===== src/rtl/mem2axi4l_bridge_pkg.sv =====
// Shared definitions for the native-memory to AXI4-Lite bridge:
// AXI response codes and the bridge state encoding.
package mem2axi4l_bridge_pkg;

  localparam logic [1:0] RESP_OKAY   = 2'b00;
  localparam logic [1:0] RESP_EXOKAY = 2'b01;
  localparam logic [1:0] RESP_SLVERR = 2'b10;
  localparam logic [1:0] RESP_DECERR = 2'b11;

  typedef enum logic [2:0] {
    ST_IDLE,
    ST_WR_AW_W,
    ST_WR_B,
    ST_RD_AR,
    ST_RD_R,
    ST_RESP
  } bridge_state_e;

  // EXOKAY has no meaning for a single-beat AXI4-Lite access, so only OKAY passes.
  function automatic logic resp_is_err(input logic [1:0] resp);
    return resp != RESP_OKAY;
  endfunction

endpackage


===== src/rtl/mem2axi4l_bridge.sv =====
// Native valid/ready memory initiator to AXI4-Lite master, one transaction in flight.
// Optional per-phase wait timeout enabled by defining MEM2AXI4L_TIMEOUT_EN.
//
// state       | meaning
// ST_IDLE     | waiting for mem_valid_i, latches the request
// ST_WR_AW_W  | AW and W offered, each retired on its own handshake
// ST_WR_B     | waiting for the write response
// ST_RD_AR    | AR offered until arready_i
// ST_RD_R     | waiting for read data
// ST_RESP     | one-cycle mem_ready_o pulse back to the initiator
module mem2axi4l_bridge
  import mem2axi4l_bridge_pkg::*;
#(
  parameter int ADDR_WIDTH     = 32,
  parameter int DATA_WIDTH     = 32,
  parameter int TIMEOUT_CYCLES = 1024
) (
  input  logic                    clk_i,
  input  logic                    rst_i,
  input  logic                    mem_valid_i,
  input  logic                    mem_instr_i,
  input  logic [ADDR_WIDTH-1:0]   mem_addr_i,
  input  logic [DATA_WIDTH-1:0]   mem_wdata_i,
  input  logic [DATA_WIDTH/8-1:0] mem_wstrb_i,
  output logic [DATA_WIDTH-1:0]   mem_rdata_o,
  output logic                    mem_ready_o,
  output logic                    mem_err_o,
  output logic [ADDR_WIDTH-1:0]   awaddr_o,
  output logic [2:0]              awprot_o,
  output logic                    awvalid_o,
  input  logic                    awready_i,
  output logic [DATA_WIDTH-1:0]   wdata_o,
  output logic [DATA_WIDTH/8-1:0] wstrb_o,
  output logic                    wvalid_o,
  input  logic                    wready_i,
  input  logic [1:0]              bresp_i,
  input  logic                    bvalid_i,
  output logic                    bready_o,
  output logic [ADDR_WIDTH-1:0]   araddr_o,
  output logic [2:0]              arprot_o,
  output logic                    arvalid_o,
  input  logic                    arready_i,
  input  logic [DATA_WIDTH-1:0]   rdata_i,
  input  logic [1:0]              rresp_i,
  input  logic                    rvalid_i,
  output logic                    rready_o
);

  localparam int STRB_WIDTH = DATA_WIDTH / 8;

  bridge_state_e state_q, state_d;
  logic [ADDR_WIDTH-1:0] addr_q, addr_d;
  logic [DATA_WIDTH-1:0] wdata_q, wdata_d, rdata_q, rdata_d;
  logic [STRB_WIDTH-1:0] wstrb_q, wstrb_d;
  logic [2:0]            prot_q, prot_d;
  logic awvalid_q, awvalid_d, wvalid_q, wvalid_d, bready_q, bready_d;
  logic arvalid_q, arvalid_d, rready_q, rready_d, ready_q, ready_d, err_q, err_d;

`ifdef MEM2AXI4L_TIMEOUT_EN
  localparam int TMO_W = $clog2(TIMEOUT_CYCLES) + 1;
  localparam logic [TMO_W-1:0] TMO_LAST = TMO_W'(TIMEOUT_CYCLES - 1);
  logic [TMO_W-1:0] tmo_q, tmo_d;
`else
  localparam int unused_timeout_cycles = TIMEOUT_CYCLES;
`endif

  always_comb begin
    state_d   = state_q;
    addr_d    = addr_q;
    wdata_d   = wdata_q;
    wstrb_d   = wstrb_q;
    prot_d    = prot_q;
    rdata_d   = rdata_q;
    err_d     = err_q;
    awvalid_d = awvalid_q;
    wvalid_d  = wvalid_q;
    bready_d  = bready_q;
    arvalid_d = arvalid_q;
    rready_d  = rready_q;
    ready_d   = 1'b0;
    case (state_q)
      ST_IDLE: begin
        if (mem_valid_i) begin
          addr_d  = mem_addr_i;
          wdata_d = mem_wdata_i;
          wstrb_d = mem_wstrb_i;
          prot_d  = {mem_instr_i, 2'b00};
          err_d   = 1'b0;
          if (|mem_wstrb_i) begin
            awvalid_d = 1'b1;
            wvalid_d  = 1'b1;
            state_d   = ST_WR_AW_W;
          end else begin
            arvalid_d = 1'b1;
            state_d   = ST_RD_AR;
          end
        end
      end
      ST_WR_AW_W: begin
        awvalid_d = awvalid_q & ~awready_i;
        wvalid_d  = wvalid_q & ~wready_i;
        if (!awvalid_d && !wvalid_d) begin
          bready_d = 1'b1;
          state_d  = ST_WR_B;
        end
      end
      ST_WR_B: begin
        if (bvalid_i) begin
          bready_d = 1'b0;
          err_d    = resp_is_err(bresp_i);
          ready_d  = 1'b1;
          state_d  = ST_RESP;
        end
      end
      ST_RD_AR: begin
        if (arready_i) begin
          arvalid_d = 1'b0;
          rready_d  = 1'b1;
          state_d   = ST_RD_R;
        end
      end
      ST_RD_R: begin
        if (rvalid_i) begin
          rdata_d  = rdata_i;
          err_d    = resp_is_err(rresp_i);
          rready_d = 1'b0;
          ready_d  = 1'b1;
          state_d  = ST_RESP;
        end
      end
      ST_RESP: begin
        err_d   = 1'b0;
        state_d = ST_IDLE;
      end
      default: state_d = ST_IDLE;
    endcase

`ifdef MEM2AXI4L_TIMEOUT_EN
    // A partial AW/W handshake does not restart the count: the limit is per state.
    tmo_d = '0;
    if ((state_q inside {ST_WR_AW_W, ST_WR_B, ST_RD_AR, ST_RD_R}) && (state_d == state_q)) begin
      if (tmo_q == TMO_LAST) begin
        awvalid_d = 1'b0;
        wvalid_d  = 1'b0;
        bready_d  = 1'b0;
        arvalid_d = 1'b0;
        rready_d  = 1'b0;
        rdata_d   = '1;
        err_d     = 1'b1;
        ready_d   = 1'b1;
        state_d   = ST_RESP;
      end else begin
        tmo_d = tmo_q + 1'b1;
      end
    end
`endif
  end

  always_ff @(posedge clk_i) begin
    if (rst_i) begin
      state_q   <= ST_IDLE;
      addr_q    <= '0;
      wdata_q   <= '0;
      wstrb_q   <= '0;
      prot_q    <= '0;
      rdata_q   <= '0;
      err_q     <= 1'b0;
      awvalid_q <= 1'b0;
      wvalid_q  <= 1'b0;
      bready_q  <= 1'b0;
      arvalid_q <= 1'b0;
      rready_q  <= 1'b0;
      ready_q   <= 1'b0;
`ifdef MEM2AXI4L_TIMEOUT_EN
      tmo_q     <= '0;
`endif
    end else begin
      state_q   <= state_d;
      addr_q    <= addr_d;
      wdata_q   <= wdata_d;
      wstrb_q   <= wstrb_d;
      prot_q    <= prot_d;
      rdata_q   <= rdata_d;
      err_q     <= err_d;
      awvalid_q <= awvalid_d;
      wvalid_q  <= wvalid_d;
      bready_q  <= bready_d;
      arvalid_q <= arvalid_d;
      rready_q  <= rready_d;
      ready_q   <= ready_d;
`ifdef MEM2AXI4L_TIMEOUT_EN
      tmo_q     <= tmo_d;
`endif
    end
  end

  assign awaddr_o    = addr_q;
  assign araddr_o    = addr_q;
  assign awprot_o    = prot_q;
  assign arprot_o    = prot_q;
  assign awvalid_o   = awvalid_q;
  assign wdata_o     = wdata_q;
  assign wstrb_o     = wstrb_q;
  assign wvalid_o    = wvalid_q;
  assign bready_o    = bready_q;
  assign arvalid_o   = arvalid_q;
  assign rready_o    = rready_q;
  assign mem_rdata_o = rdata_q;
  assign mem_ready_o = ready_q;
  assign mem_err_o   = err_q;

endmodule


===== config.mk =====
export PLATFORM = sky130hd
export DESIGN_NAME = mem2axi4l_bridge
export DESIGN_NICKNAME = d
export VERILOG_FILES = /design/src/rtl/mem2axi4l_bridge_pkg.sv /design/src/rtl/mem2axi4l_bridge.sv
export SDC_FILE = /design/constraint.sdc
export NUM_CORES = 1
export LEC_CHECK = 0
export ABC_AREA = 1
export CAP_MARGIN = 30
export CORE_AREA = 2 2 101 103
export DETAILED_ROUTE_END_ITERATION = 10
export DIE_AREA = 0 0 103 105
export DONT_BUFFER_PORTS = 1
export SLEW_MARGIN = 40
export SYNTH_ARGS = -nofsm -noshare
export SYNTH_HDL_FRONTEND = slang
export SYNTH_SLANG_ARGS = --single-unit

===== constraint.sdc =====
create_clock -name clk_i -period 1.4 [get_ports clk_i]
set_input_delay 0.14 -clock clk_i [delete_from_list [all_inputs] [get_ports clk_i]]
set_output_delay 0.14 -clock clk_i [all_outputs]
set_load 0.05 [all_outputs]

==> flow_summary.rst <==
.. list-table::
   :header-rows: 1

   * - Metric
     - Value
   * - Run status
     - finished with violations
   * - Violations in the final reports
     - hold timing
   * - Proportion of netlist area held by the largest area contributor
     - approximately half
   * - Critical R2R Capture
     - araddr_o[0]
   * - Int Pwr
     - between 0.006 and 0.007 W
   * - Fraction of final layout cells with drive strength greater than 1
     - a little over a fifth
   * - Hold bufs inserted after CTS
     - 35
   * - Hold violation count in the final report
     - 74
   * - Synthesized-area fraction occupied by ao, oa, aoi and oai cells
     - between 10% and 20%
   * - Antenna Diode Count
     - 0
   * - Total Routing Usage GR
     - approximately a fifth
   * - Boundary pin count
     - ~260
   * - Starting density of the core
     - 45.74%
   * - Worst slew margin
     - between 60 and 70%
   * - Worst Hold Endpoint
     - araddr_o[25]
   * - Kind of end point of the critical path
     - flip-flop
   * - Rows
     - 36
   * - Portion of total power attributed to combinational logic
     - 51.8%
   * - Starting DRC count in detailed routing
     - around 210
   * - DRT Pass-1 Iters
     - 4
   * - Worst R2R Path Depth
     - 6
   * - Number of antenna violations at the first check in global routing
     - 0
   * - Filler-free cell count of the finished design
     - just over 800
   * - Final critical path time including I/O delays and setup
     - approximately 1300 ps
   * - Largest family of logic cells by synthesized area
     - simple AND/OR/NAND/NOR gates
   * - Die Area
     - approximately 0.011 mm2
   * - Final design utilization
     - 58.79%
   * - HPWL Detailed
     - 7892 um
   * - CTS Root Cell
     - clkbuf_8
   * - # Max-Cap Violations
     - 0
   * - Insertion delay of the later-clocked pin in the worst-skew pair
     - about 370 ps
   * - Max-slew violation total from the final report
     - 0
   * - RePlAce Congestion
     - ~0.9
   * - Critical setup path kind
     - flip-flop to flip-flop
   * - Clock tree from TritonCTS
     - done
   * - Average wire per cell in the routed design
     - between 10 and 15 um
   * - Number of buffers created by CTS
     - 9
   * - Slew @ Worst Pin
     - 509.9 ps
   * - Post-synthesis sequential element count
     - around 110
   * - Mapped cell area
     - about 0.0044 mm2
   * - Type of element launching the critical path
     - flip-flop
   * - Setup-violating endpoint count in the final report
     - 0
   * - Area contributors post-synth
     - dfxtp_1, nand3_1, a21oi_1
   * - Reg power frac
     - approximately a third
   * - Flop2flop setup slack
     - 70 ps
   * - Switching share of total power
     - approximately 50%
   * - Clock transition at path regs
     - ~100 ps
   * - Share of synthesized flip-flops with an asynchronous set or reset
     - 0%
   * - Clock sink total
     - approximately 110
   * - Area growth from synthesis to layout
     - 28.52%
   * - Share of the yosys chip area belonging to registers
     - about half
   * - Total leakage power
     - roughly 2.5 nW
   * - Remaining design rule violation count
     - 0
   * - Mux share of post-synthesis cell area
     - 0%
   * - Synthesized-area fraction occupied by xor and xnor cells
     - 0%
   * - Max Root-Sink Buffers
     - 2
   * - Vias
     - 4086
   * - Arrival time of data at the critical path endpoint
     - between 1500 and 2000 ps
   * - Standard cell core area
     - just under 0.01 mm2
   * - Gate count after technology mapping
     - approximately 580
   * - Syn_area_per_cell
     - ~7.6 um2
   * - Min-delay worst type
     - primary input to flip-flop
   * - Highest attainable clock frequency
     - 0.7517 GHz
   * - Highest ir drop seen on vdd
     - 0.0008770 V
   * - Final worst path period share
     - a little over nine tenths
   * - Library cells used by synthesis
     - 15
   * - Pin count of the biggest net entering global routing
     - 76
   * - Most common cell in the netlist
     - dfxtp_1
   * - P per Cell Area
     - 2224 mW/mm2
   * - Area leader, netlist
     - dfxtp_1
   * - Clock network fraction of design power
     - around 16%
   * - Beginning of the worst hold path
     - rst_i
   * - Worst hold path depth
     - 1
   * - EDFF count, synth
     - 0
   * - Fraction of the mapped netlist area in simple logic gates
     - between 20% and 30%
   * - Worst clock skew
     - 7.575 ps
   * - CP Max Fanout
     - 51
   * - Top FF cell, synth
     - dfxtp_1
   * - CP Data Required Time
     - between 1500 and 2000 ps
   * - Ys Warns
     - 0
   * - # fillers
     - 871
   * - Aggregate global routing overflow
     - 0
   * - Startpoint of the most critical register-to-register path
     - state_q[2]
   * - Switching Power
     - 0.006175 W
   * - Most frequent cells after synthesis
     - dfxtp_1, nand2_1, nor2_1
   * - Number of instances in the placed design
     - between 700 and 800
   * - Final routed wirelength across all metal layers
     - between 10000 and 15000 um
   * - First-pass GRT wire length
     - approximately 18000 um
   * - Total number of H-tree levels
     - 3
   * - Post-synthesis adder-cell area fraction
     - 0%
   * - Worst hold margin
     - -171.1 ps
   * - PortBufs
     - 0
   * - Die span in y
     - approximately 110 um
   * - Number of nets in the finished design
     - a little under 800
   * - Floorplan die width
     - slightly above 100 um
   * - Via count of the first global-routing pass
     - ~3800
   * - Post-route ant nets
     - 0
   * - Via-to-Cell Ratio
     - between 5 and 6
-- routing by layer --
layer	vias to the layer above	track usage, %	part of all wire, %
li1	2028	-	-
met1	1867	23.49	39
met2	164	36.64	51
met3	27	5.284	7.4
met4	0	9.680	2.6
met5	-	0	0
-- worst max-delay path: stages (launching register included) --
cell	delay [ps]
dfxtp_2	450
nor3_4	70
buf_4	160
nand2_2	80
buf_12	230
nand2_1	90
a21oi_1	150
-- stage by stage --
step	setup TNS, ps	setup WS [ps]	power (W)	hold WS (ps)	area (um2)
6_report	0	69.77	0.01261	-171.1	5667
5_1_grt	-58.74	-28.57	0.01328	-194.4	5667
4_1_cts	0	13.59	0.01253	-194.3	5613
3_5_place_dp	-5.380	-3.266	0.01047	217.0	5056
3_3_place_gp	0	72.29	0.01035	215.3	5056
2_1_floorplan	0	6.518	0.009243	274.9	4420
-- how the worst max path moves through the flow --
stage                          start              to
after floorplan           state_q[1]    araddr_o[27]
after global placement    state_q[2]       awvalid_o
after detailed placement  state_q[2]  mem_rdata_o[3]
after CTS                 state_q[0]      state_q[2]
after global routing      state_q[0]  mem_rdata_o[6]
final                     state_q[2]     araddr_o[0]
-- cell families after synthesis --
logic type	count (synthesis)
buffers and inverters	92
other	1
and+or+nand+nor	267
AOI/OAI and AO/OA	110
DFF	111
-- sequential cells by signal (all words and copies together), names as in the netlist --
name,cells
wdata_o,32
arvalid_o,1
awvalid_o,1
mem_rdata_o,32
wvalid_o,1
araddr_o,32
state_q,3
mem_err_o,1
wstrb_o,4
rready_o,1
arprot_o,1
bready_o,1
mem_ready_o,1
-- power by group through the flow --
stage                     Sequential (W)  Combinational [W]  Clock [W]
after floorplan                  0.00617            0.00307          0
after global placement           0.00414            0.00621          0
after detailed placement         0.00416            0.00630          0
after CTS                        0.00410            0.00641    0.00203
after global routing             0.00419            0.00697    0.00212
final                            0.00412            0.00653    0.00196
-- timing repair --
action,4_1_cts,5_1_grt
cloned,0,0
endpoints found under the hold margin,109,74
buffers inserted,0,2
gates resized for setup,2,12
pin swaps,0,1
setup endpoints to repair,6,83
-- cell type report --
cell class	count	area [um2]	area share [%]
sequential	111	2226	39.28
tap	133	166.4	2.937
timing repair buffer	154	1309	23.10
inverter	14	52.55	0.9274
clock buffer	9	123.9	2.186
multi-input combinational	381	1712	30.21
clock inverter	7	77.57	1.369
-- placed cells by master (no fill, tap or decap), drive strengths merged --
| master | instances |
|---|---|
| nor3 | 1 |
| nand2 | 98 |
| dlygate4sd3 | 35 |
| nor2 | 88 |
| nand3 | 79 |
| buf | 119 |
| clkbuf | 9 |
| a21oi | 76 |
| conb | 4 |
| o21ai | 34 |
| and2 | 1 |
| inv | 17 |
| bufinv | 1 |
| clkinv | 3 |
| dfxtp | 111 |
No activity file was read; power rests on OpenSTA's default activity.
